$ cat src/rtl/riscv_pkg.sv
// Shared RV32M multiply/divide definitions: funct3 codes, FSM state type and
// the operand-signedness helpers used by the MDU and its bench.
package riscv_pkg;

  localparam int DATA_SIZE_DEF = 32;

  localparam logic [2:0] MDU_MUL    = 3'b000;
  localparam logic [2:0] MDU_MULH   = 3'b001;
  localparam logic [2:0] MDU_MULHSU = 3'b010;
  localparam logic [2:0] MDU_MULHU  = 3'b011;
  localparam logic [2:0] MDU_DIV    = 3'b100;
  localparam logic [2:0] MDU_DIVU   = 3'b101;
  localparam logic [2:0] MDU_REM    = 3'b110;
  localparam logic [2:0] MDU_REMU   = 3'b111;

  typedef enum logic [1:0] {
    IDLE = 2'd0,
    CALC = 2'd1,
    DONE = 2'd2
  } mdu_state_t;

  function automatic logic op_a_signed(input logic [2:0] op);
    return (op == MDU_MULH) || (op == MDU_MULHSU) || (op == MDU_DIV) || (op == MDU_REM);
  endfunction

  function automatic logic op_b_signed(input logic [2:0] op);
    return (op == MDU_MULH) || (op == MDU_DIV) || (op == MDU_REM);
  endfunction

endpackage

$ cat src/rtl/mdu_iterative_if.sv
// Request/response bundle between the core's operand muxes and the MDU.
interface mdu_iterative_if
  import riscv_pkg::*;
#(
  parameter int DATA_SIZE = DATA_SIZE_DEF
);
  logic                 start;
  logic [2:0]           op;
  logic [DATA_SIZE-1:0] rs1_data;
  logic [DATA_SIZE-1:0] rs2_data;
  logic                 busy;
  logic                 done;
  logic [DATA_SIZE-1:0] result;

  modport master (output start, op, rs1_data, rs2_data, input busy, done, result);
  modport slave  (input start, op, rs1_data, rs2_data, output busy, done, result);
endinterface

$ cat src/rtl/mdu_div_core.sv
// Restoring-division datapath on unsigned magnitudes: one quotient bit per step.
module mdu_div_core #(
  parameter int DATA_SIZE = 32
) (
  input  logic                 clk,
  input  logic                 load,
  input  logic                 step,
  input  logic [DATA_SIZE-1:0] dividend,
  input  logic [DATA_SIZE-1:0] divisor,
  output logic [DATA_SIZE-1:0] quo_nxt,
  output logic [DATA_SIZE-1:0] rem_nxt
);
  localparam int N = DATA_SIZE;

  logic [N-1:0] quo_q, quo_d;
  logic [N-1:0] rem_q, rem_d;
  logic [N-1:0] dvs_q, dvs_d;
  logic [N:0]   shifted;
  logic [N:0]   diff;

  // quo_q doubles as the dividend shift register: its MSB feeds the remainder.
  always_comb begin
    shifted = {rem_q, quo_q[N-1]};
    diff    = shifted - {1'b0, dvs_q};
    quo_nxt = {quo_q[N-2:0], ~diff[N]};
    rem_nxt = diff[N] ? shifted[N-1:0] : diff[N-1:0];
    quo_d   = quo_q;
    rem_d   = rem_q;
    dvs_d   = dvs_q;
    if (load) begin
      quo_d = dividend;
      rem_d = '0;
      dvs_d = divisor;
    end else if (step) begin
      quo_d = quo_nxt;
      rem_d = rem_nxt;
    end
  end

  always_ff @(posedge clk) begin
    quo_q <= quo_d;
    rem_q <= rem_d;
    dvs_q <= dvs_d;
  end

endmodule

$ cat src/rtl/mdu_iterative.sv
// Iterative RV32M multiply/divide unit: shift-add multiply, restoring divide.
// Optional MDU_FAST_MUL_EN: single-cycle combinational multiply path.
module mdu_iterative
  import riscv_pkg::*;
#(
  parameter int DATA_SIZE = DATA_SIZE_DEF
) (
  input logic              clk,
  input logic              rst,
  mdu_iterative_if.slave   bus
);
  localparam int N  = DATA_SIZE;
  localparam int CW = $clog2(DATA_SIZE);
  localparam logic [CW-1:0] CNT_LAST = CW'(DATA_SIZE - 1);

  mdu_state_t     state_q, state_d;
  logic [CW-1:0]  cnt_q, cnt_d;
  logic [N-1:0]   result_q, result_d;
  logic [2:0]     op_q, op_d;
  logic [N-1:0]   a_q, a_d;
  logic           div0_q, div0_d;
  logic           a_neg_q, a_neg_d;
  logic           b_neg_q, b_neg_d;
  logic [2*N-1:0] prod_q, prod_d;
  logic [2*N-1:0] mcand_q, mcand_d;
  logic [N-1:0]   mplier_q, mplier_d;

  logic           accept, last;
  logic           a_sgn_in, b_sgn_in, a_neg_in, b_neg_in;
  logic [N-1:0]   a_mag_in, b_mag_in;
  logic [2*N-1:0] prod_nxt;
  logic           div_load, div_step;
  logic [N-1:0]   div_quo_nxt, div_rem_nxt, quo_fix, rem_fix;
`ifdef MDU_FAST_MUL_EN
  logic signed [2*N-1:0] fast_a, fast_b, fast_prod;
`endif

  mdu_div_core #(.DATA_SIZE(N)) u_div (
    .clk      (clk),
    .load     (div_load),
    .step     (div_step),
    .dividend (a_mag_in),
    .divisor  (b_mag_in),
    .quo_nxt  (div_quo_nxt),
    .rem_nxt  (div_rem_nxt)
  );

  always_comb begin
    accept   = bus.start && (state_q != CALC);
    last     = (state_q == CALC) && (cnt_q == CNT_LAST);
    a_sgn_in = op_a_signed(bus.op);
    b_sgn_in = op_b_signed(bus.op);
    a_neg_in = a_sgn_in && bus.rs1_data[N-1];
    b_neg_in = b_sgn_in && bus.rs2_data[N-1];
    a_mag_in = a_neg_in ? -bus.rs1_data : bus.rs1_data;
    b_mag_in = b_neg_in ? -bus.rs2_data : bus.rs2_data;
    div_load = accept && bus.op[2];
    div_step = (state_q == CALC) && op_q[2];

    // The multiplier MSB carries negative weight when operand B is signed.
    prod_nxt = prod_q;
    if (mplier_q[0]) prod_nxt = (last && b_neg_q) ? prod_q - mcand_q : prod_q + mcand_q;

    quo_fix = (a_neg_q ^ b_neg_q) ? -div_quo_nxt : div_quo_nxt;
    rem_fix = a_neg_q ? -div_rem_nxt : div_rem_nxt;

`ifdef MDU_FAST_MUL_EN
    fast_a    = signed'({{N{a_sgn_in & bus.rs1_data[N-1]}}, bus.rs1_data});
    fast_b    = signed'({{N{b_sgn_in & bus.rs2_data[N-1]}}, bus.rs2_data});
    fast_prod = fast_a * fast_b;
`endif

    state_d  = state_q;
    cnt_d    = cnt_q;
    result_d = result_q;
    op_d     = op_q;
    a_d      = a_q;
    div0_d   = div0_q;
    a_neg_d  = a_neg_q;
    b_neg_d  = b_neg_q;
    prod_d   = prod_q;
    mcand_d  = mcand_q;
    mplier_d = mplier_q;

    if (state_q == CALC) begin
      cnt_d    = cnt_q + CW'(1);
      prod_d   = prod_nxt;
      mcand_d  = mcand_q << 1;
      mplier_d = mplier_q >> 1;
      if (last) begin
        state_d = DONE;
        cnt_d   = '0;
        if (!op_q[2])    result_d = (op_q == MDU_MUL) ? prod_nxt[N-1:0] : prod_nxt[2*N-1:N];
        else if (div0_q) result_d = op_q[1] ? a_q : '1;
        else             result_d = op_q[1] ? rem_fix : quo_fix;
      end
    end else if (state_q == DONE) begin
      state_d = IDLE;
    end

    // Accept never coincides with CALC, so it cleanly overrides the DONE->IDLE step.
    if (accept) begin
      state_d  = CALC;
      cnt_d    = '0;
      op_d     = bus.op;
      a_d      = bus.rs1_data;
      div0_d   = (bus.rs2_data == '0);
      a_neg_d  = a_neg_in;
      b_neg_d  = b_neg_in;
      prod_d   = '0;
      mcand_d  = {{N{a_sgn_in & bus.rs1_data[N-1]}}, bus.rs1_data};
      mplier_d = bus.rs2_data;
`ifdef MDU_FAST_MUL_EN
      if (!bus.op[2]) begin
        state_d  = DONE;
        result_d = (bus.op == MDU_MUL) ? fast_prod[N-1:0] : fast_prod[2*N-1:N];
      end
`endif
    end
  end

  always_ff @(posedge clk) begin
    if (rst) begin
      state_q  <= IDLE;
      cnt_q    <= '0;
      result_q <= '0;
    end else begin
      state_q  <= state_d;
      cnt_q    <= cnt_d;
      result_q <= result_d;
    end
  end

  always_ff @(posedge clk) begin
    op_q     <= op_d;
    a_q      <= a_d;
    div0_q   <= div0_d;
    a_neg_q  <= a_neg_d;
    b_neg_q  <= b_neg_d;
    prod_q   <= prod_d;
    mcand_q  <= mcand_d;
    mplier_q <= mplier_d;
  end

  assign bus.busy   = (state_q == CALC);
  assign bus.done   = (state_q == DONE);
  assign bus.result = result_q;

endmodule

$ cat src/flat_wrapper.sv
// flat-port wrapper written by rule: the top's interface ports become plain ports
module mdu_iterative_flat import riscv_pkg::*;
#(
  parameter int DATA_SIZE = DATA_SIZE_DEF
)
  (clk, rst, bus_start, bus_op, bus_rs1_data, bus_rs2_data, bus_busy, bus_done, bus_result);
  mdu_iterative_if #(.DATA_SIZE(DATA_SIZE)) bus_i ();
  input logic clk;
  input logic rst;
  input wire logic [$bits(bus_i.start)-1:0] bus_start;
  input wire logic [$bits(bus_i.op)-1:0] bus_op;
  input wire logic [$bits(bus_i.rs1_data)-1:0] bus_rs1_data;
  input wire logic [$bits(bus_i.rs2_data)-1:0] bus_rs2_data;
  output wire logic [$bits(bus_i.busy)-1:0] bus_busy;
  output wire logic [$bits(bus_i.done)-1:0] bus_done;
  output wire logic [$bits(bus_i.result)-1:0] bus_result;
  assign bus_i.start = bus_start;
  assign bus_i.op = bus_op;
  assign bus_i.rs1_data = bus_rs1_data;
  assign bus_i.rs2_data = bus_rs2_data;
  assign bus_busy = bus_i.busy;
  assign bus_done = bus_i.done;
  assign bus_result = bus_i.result;
  mdu_iterative #(.DATA_SIZE(DATA_SIZE)) u_core (.clk(clk), .rst(rst), .bus(bus_i));
endmodule
$ cat config.mk
export PLATFORM = sky130hd
export DESIGN_NAME = mdu_iterative_flat
export DESIGN_NICKNAME = d
export VERILOG_FILES = /design/src/rtl/riscv_pkg.sv /design/src/rtl/mdu_iterative_if.sv /design/src/rtl/mdu_div_core.sv /design/src/rtl/mdu_iterative.sv /design/src/flat_wrapper.sv
export SDC_FILE = /design/constraint.sdc
export NUM_CORES = 1
export LEC_CHECK = 0
export CORE_AREA = 2 2 224 315
export CTS_CLUSTER_SIZE = 40
export DETAILED_ROUTE_END_ITERATION = 8
export DIE_AREA = 0 0 226 317
export PLACE_DENSITY_LB_ADDON = 0.25
export SLEW_MARGIN = 0
export SYNTH_ARGS = -nofsm -noshare
export SYNTH_HDL_FRONTEND = slang
export SYNTH_SLANG_ARGS = --single-unit
$ cat constraint.sdc
create_clock -name clk -period 16.4 [get_ports clk]
set_clock_uncertainty 0.15 [all_clocks]
set_input_delay 2.46 -clock clk [delete_from_list [all_inputs] [get_ports clk]]
set_output_delay 2.46 -clock clk [all_outputs]
set_load 0.01 [all_outputs]
==> impl_metrics.json, run 1 <==
{
  "syn_area_um2": 23890,
  "cts_tree": "done",
  "finalCritPeriodShare_pct": 45.20,
  "run_status": "finished clean",
  "cts_repair_resize_count": 0,
  "area_delta_synth_final_pct": 13.60,
  "worstMarginPinSlew_ns": 1.196,
  "drt-total-wl_um": 92920,
  "r2r-end": "u_core.prod_q[62]",
  "worstPathArrival_ns": 7.72,
  "max_freq_mhz": 134.9,
  "ir_drop_mv": 0.07363,
  "cp-start-kind": "register",
  "power_uw": 3938,
  "met2_length_um": 47500,
  "grt_first_pass_wirelength_um": 136100,
  "rows": 114,
  "start_util_pct": 34.81,
  "finalSetupTns_ns": 0,
  "routed.top_layer": "met4",
  "synthXorXnorAreaFrac_pct": 9.644,
  "dr.pass1.iters": 8,
  "synth_warnings": 0,
  "crit_type": "reg -> reg",
  "wl_met3_um": 4299,
  "layout_common_cells": "519 x nand2_1, 245 x o21ai_0, 213 x a21oi_1, 198 x edfxtp_1, 190 x nor2_1",
  "fin_nets": 3071,
  "finish.utilization_pct": 39.55,
  "slew_viol_final": 0,
  "crit_path_end_kind": "register",
  "cts_buffers": 40,
  "cts_hold_buf": 0,
  "htreeDepth": 2,
  "synth_compound_area_share_pct": 21.61,
  "finalSetupViolations": 0,
  "synth_adder_area_share_pct": 5.616,
  "cp.required_ns": 16.71,
  "drc": 0,
  "num_vias": 21880,
  "synth_area_per_cell_um2": 8.328,
  "wl_met1_um": 33700,
  "place_congestion": 0.9481,
  "initialDrtViolationCount": 1670,
  "final_common_cell": "nand2_1",
  "root_buffer": "clkbuf_16",
  "coreArea_um2": 68610,
  "antenna_left": 0,
  "port-buffer-count": 103,
  "hold_class": "reg -> reg",
  "r2r-start": "u_core.mcand_q[14]",
  "synth_seq_area_share_pct": 36.21,
  "fin_crit_ns": 7.413,
  "grt_max_degree": 72,
  "antenna_found_initial": 2,
  "synthDistinctLibCells": 97,
  "clk_pin_slew_ns": 0.06,
  "cts_sinks": 333,
  "die_h_um": 317,
  "grt-ovfl-total": 0,
  "p_leak_uw": 0.01088,
  "cts_buffer_depth": 3,
  "avgViaCountPerCell": 5.674,
  "relSlewSlack_pct": 19.62,
  "dieArea_um2": 71640,
  "grt_pass1_vias": 21480,
  "clk_latency_ns": 0.58,
  "synth_mux_area_share_pct": 3.672,
  "ff2ff_setup_slack_ns": 8.99,
  "path_max_fanout": 6,
  "die_w_um": 226,
  "synth_nets": 3044,
  "startpoint": "u_core.mcand_q[14]",
  "synth-edff-count": 198,
  "crit_path_end": "u_core.prod_q[62]",
  "ys_ff_latch": 333,
  "io_pins": 104,
  "hold_violations": 0,
  "rr_worst_depth": 20,
  "async_reset_ff_share_pct": 0,
  "cap_violations": 0,
  "rsz0062_at_grt": "false",
  "synth_cells": 2868,
  "hpwl_um": 71310,
  "power_density_nw_per_um2": 145.1,
  "dominantRegCellSynth": "edfxtp_1",
  "postCtsSetupBuffers": 0,
  "synth-simple-area-share_pct": 18.89,
  "synth_top_family_by_area": "compound AO/OA/AOI/OAI gates",
  "grtUsageTotal_pct": 25.58,
  "drive_gt1_share_pct": 5.671,
  "wl_per_cell_um": 24.10
}
-- stage by stage --
| step | cell area (µm²) | hold WS [ns] | setup WS, ns | instances |
|---|---|---|---|---|
| 6_report | 27130 | 0.3432 | 8.987 | 3856 |
| 5_1_grt | 27130 | 0.3638 | 8.756 | 3856 |
| 4_1_cts | 27130 | 0.3420 | 8.985 | 3855 |
| 3_5_place_dp | 25720 | 0.3326 | 9.052 | 3781 |
| 3_3_place_gp | 25720 | 0.3216 | 9.045 | 3781 |
| 2_1_floorplan | 23890 | 0.2999 | 10.98 | 2868 |
-- synth_stat cells (11+ instances only) --
| cell | n | area [µm²] |
|---|---|---|
| buf_2 | 13 | 65.06 |
| nor4_1 | 22 | 137.6 |
| mux2i_1 | 55 | 550.5 |
| a22o_1 | 21 | 183.9 |
| o41ai_1 | 12 | 105.1 |
| o21a_1 | 14 | 105.1 |
| or3_1 | 23 | 143.9 |
| nand2b_1 | 19 | 118.9 |
| o221ai_1 | 12 | 105.1 |
| nand3_1 | 44 | 220.2 |
| o31ai_1 | 36 | 270.3 |
| nor3_1 | 66 | 330.3 |
| xnor2_1 | 141 | 1235 |
| dfxtp_1 | 135 | 2703 |
| a221o_1 | 11 | 110.1 |
| xor2_1 | 122 | 1069 |
| mux2_2 | 25 | 281.5 |
| o211ai_1 | 27 | 202.7 |
| inv_1 | 115 | 431.7 |
| or4_1 | 17 | 127.6 |
| nand4_1 | 25 | 156.4 |
| a31oi_1 | 31 | 193.9 |
| clkbuf_1 | 113 | 424.2 |
| o21bai_1 | 17 | 127.6 |
| nor2_1 | 191 | 716.9 |
| a21o_1 | 37 | 277.8 |
| nand2_1 | 521 | 1956 |
| a211oi_1 | 17 | 127.6 |
| edfxtp_1 | 198 | 5946 |
| a21oi_1 | 214 | 1071 |
| and3_1 | 20 | 125.1 |
| o21ai_0 | 245 | 1226 |
| ha_1 | 104 | 1301 |
-- worst min-delay path by stage --
| stage | slack [ns] | depth (start not counted) | startpoint | end |
|---|---|---|---|---|
| 2_1_floorplan | 0.30 | 1 | u_core.prod_q[62] | u_core.prod_q[62] |
| 3_3_place_gp | 0.32 | 2 | u_core.prod_q[11] | u_core.prod_q[11] |
| 3_5_place_dp | 0.33 | 2 | u_core.prod_q[11] | u_core.prod_q[11] |
| 4_1_cts | 0.34 | 2 | u_core.prod_q[11] | u_core.prod_q[11] |
| 5_1_grt | 0.36 | 2 | u_core.prod_q[11] | u_core.prod_q[11] |
| 6_report | 0.34 | 2 | u_core.prod_q[23] | u_core.prod_q[23] |
-- sequential cells by signal, indices dropped and copies added (netlist names), 32 cells and up --
| name | count |
|---|---|
| u_core.u_div.rem_q | 32 |
| u_core.bus.result | 32 |
| u_core.mcand_q | 64 |
| u_core.u_div.quo_q | 32 |
| u_core.u_div.dvs_q | 32 |
| u_core.a_q | 32 |
| u_core.prod_q | 64 |
| u_core.mplier_q | 32 |
-- layer usage --
metal	vias to the layer above	GRT usage [%]
met5	-	0
met4	0	18.06
met3	243	3.077
met2	728	47.04
met1	10490	27.01
li1	10420	-
-- worst max-delay path, stage by stage, from the launching register on --
cell      delay (ns)
edfxtp_1        0.46
or4_1           0.57
or2_2           0.32
nor3_1          0.91
nand2_1         0.30
nor2_1          0.62
a21oi_1         0.18
xnor2_1         0.33
ha_1            0.39
a21oi_1         0.25
o21ai_0         0.12
a21oi_1         0.21
o21ai_0         0.12
a21oi_1         0.48
o31ai_1         0.27
a211oi_1        0.44
o21ai_1         0.22
a221oi_1        0.39
mux2i_1         0.28
a21oi_1         0.10
a21o_1          0.18
-- layout make-up --
type                            count  area, µm²
Tap cell                          928       1161
Clock inverter                     26      315.3
Fill cell                        6968      41470
Timing Repair Buffer              128       1219
Sequential cell                   333       8648
Inverter                          120      457.9
Clock buffer                       48       1094
Antenna cell                        1      2.502
Multi-Input combinational cell   2272      14240
-- cell families after synthesis --
kind of cell,Yosys count
flops,333
simple gates,1009
mux,82
fa+ha+maj,106
xor+xnor,263
buf+inv,263
compound gates,812
-- report_power, final --
group	leakage [µW]	switching, µW	internal (µW)
Clock	0.000688	390	586
Sequential	0.00305	139	1030
Combinational	0.00713	1160	640
Total	0.0109	1690	2250
Note: power is estimated with default switching activity, not from simulation.
==> inputs of run 2 (changes only) <==
==> constraint.sdc (replaced) <==
create_clock -name clk -period 6.6 [get_ports clk]
set_clock_uncertainty 0.15 [all_clocks]
set_input_delay 0.99 -clock clk [delete_from_list [all_inputs] [get_ports clk]]
set_output_delay 0.99 -clock clk [all_outputs]
set_load 0.01 [all_outputs]
==> impl_metrics.json, run 2 (synthesis results as in run 1) <==
{
  "antenna_left": 0,
  "whs_ns": 0.3389,
  "antenna_found_initial": 2,
  "ir_drop_mv": 0.1776,
  "drt-total-wl_um": 93060,
  "cap_violations": 0,
  "path_cells": "or4_1, or3_1, nor3_2, nand4_1, buf_4, or3_1, buf_4, nor2_1, inv_1, o21ai_0, xor2_1, ha_1, a21o_1, a21oi_1, o22ai_1, a211oi_1, o21ai_1, a221oi_1, mux2i_1, a21oi_1, a21o_1",
  "cts_buffer_depth": 3,
  "hold_depth": 2,
  "slew_viol_final": 0,
  "num_vias": 22060,
  "dr.pass1.iters": 6,
  "die_h_um": 317,
  "crit_path_end": "u_core.prod_q[62]",
  "finalSetupViolations": 0,
  "initialDrtViolationCount": 1898,
  "hold_violations": 0,
  "io_pins": 104,
  "fin_nets": 3111,
  "finalCritPeriodShare_pct": 97.15,
  "fin_ws_ns": 0.1882,
  "die_w_um": 226,
  "cts_hold_buf": 0,
  "wl_per_cell_um": 23.90,
  "crit_type": "reg -> reg",
  "r2r-end": "u_core.prod_q[62]",
  "startpoint": "u_core.mcand_q[29]",
  "cts_tree": "done",
  "hold_class": "reg -> reg",
  "n_antenna_cell": 0,
  "grtUsageTotal_pct": 25.79,
  "power_uw": 9754,
  "clk_latency_ns": 0.59,
  "area_delta_synth_final_pct": 14.70,
  "power_density_nw_per_um2": 356.0,
  "worstMarginPinSlew_ns": 1.068,
  "dp_slack_ns": 0.1074,
  "grt_pass1_vias": 21960,
  "fill_cells": 6914,
  "cts_sinks": 333,
  "slowest_stage": "or4_1",
  "start_util_pct": 34.81,
  "ff2ff_setup_slack_ns": 0.19,
  "hpwl_um": 71810,
  "r2r-start": "u_core.mcand_q[29]",
  "grt-ovfl-total": 0,
  "rr_worst_depth": 21,
  "fin_cells": 3894,
  "drc": 0,
  "avgViaCountPerCell": 5.665,
  "grt_max_degree": 86,
  "design_area_um2": 27400,
  "top_regs": "u_core.mcand_q: 64 flops, u_core.prod_q: 64 flops",
  "root_buffer": "clkbuf_16",
  "layout_common_cells": "519 x nand2_1, 245 x o21ai_0, 213 x a21oi_1, 198 x edfxtp_1, 190 x nor2_1",
  "cts_buffers": 39,
  "clk_pin_slew_ns": 0.06,
  "cpPeakStageDelay_ns": 0.60,
  "port-buffer-count": 103,
  "place_congestion": 0.9751,
  "run_status": "finished clean",
  "grt_first_pass_wirelength_um": 137700,
  "relSlewSlack_pct": 28.80,
  "max_freq_mhz": 156.0,
  "path_max_fanout": 6,
  "place_area_um2": 26030,
  "worstPathArrival_ns": 6.74,
  "cp.required_ns": 6.92,
  "rows": 114,
  "fin_crit_ns": 6.412,
  "postCtsSetupBuffers": 0,
  "dieArea_um2": 71640,
  "crit_path_end_kind": "register",
  "drive_gt1_share_pct": 7.114,
  "final_common_cell": "nand2_1",
  "dpl.cell_count": 3822,
  "htreeDepth": 2,
  "p_leak_uw": 0.01105,
  "cp-start-kind": "register",
  "coreArea_um2": 68610
}
## run 2: report_power, final
group          leakage, µW  switching (µW)  internal, µW  total (µW)
Sequential         0.00305             345          2550        2890
Combinational      0.00734            2890          1650        4540
Clock             0.000659             985          1340        2320
## run 2: area by class of cell
class | count | area (µm²) | share of cell area [%]
Inverter | 120 | 457.9 | 1.672
Timing Repair Buffer | 169 | 1526 | 5.572
Multi-Input combinational cell | 2272 | 14250 | 52.00
Clock buffer | 57 | 1221 | 4.457
Tap cell | 928 | 1161 | 4.238
Clock inverter | 15 | 133.9 | 0.4887
Sequential cell | 333 | 8648 | 31.57
## run 2: how the worst min path moves through the flow
stage | startpoint | end
after global placement | u_core.prod_q[34] | u_core.prod_q[34]
after CTS | u_core.prod_q[11] | u_core.prod_q[11]
after detailed placement | u_core.prod_q[34] | u_core.prod_q[34]
final | u_core.prod_q[11] | u_core.prod_q[11]
after global routing | u_core.prod_q[62] | u_core.prod_q[62]
after floorplan | u_core.prod_q[62] | u_core.prod_q[62]
## run 2: what timing repair did
item | 4_1_cts | 5_1_grt
endpoints found under the hold margin | 0 | 0
setup endpoints to repair | 0 | 11
resized for setup | 0 | 2
## run 2: worst max-delay path: cells and delay by family, from the launching register on
family / cells / cell delay [ns]
AO/OA/AOI/OAI: 9 / 2.00
XOR/XNOR: 1 / 0.28
adder cells (fa/ha/maj): 1 / 0.36
buffers and inverters: 3 / 0.55
flip-flops: 1 / 0.45
multiplexers: 1 / 0.28
AND/OR/NAND/NOR: 6 / 2.21
## run 2: metal layers
metal | wire (µm) | up-vias | global-route usage (%)
met1 | 33930 | 10660 | 27.67
li1 | - | 10470 | -
met2 | 48390 | 713 | 48.01
met5 | 21 | - | 0
met3 | 4111 | 205 | 2.800
met4 | 6614 | 4 | 16.35
## run 2: through the flow
| step | util (%) | setup TNS, ns |
|---|---|---|
| after CTS | 39.92 | 0 |
| after floorplan | - | 0 |
| after global routing | 39.93 | -0.03139 |
| after global placement | 37.94 | 0 |
| final | 39.93 | 0 |
| after detailed placement | 37.94 | 0 |
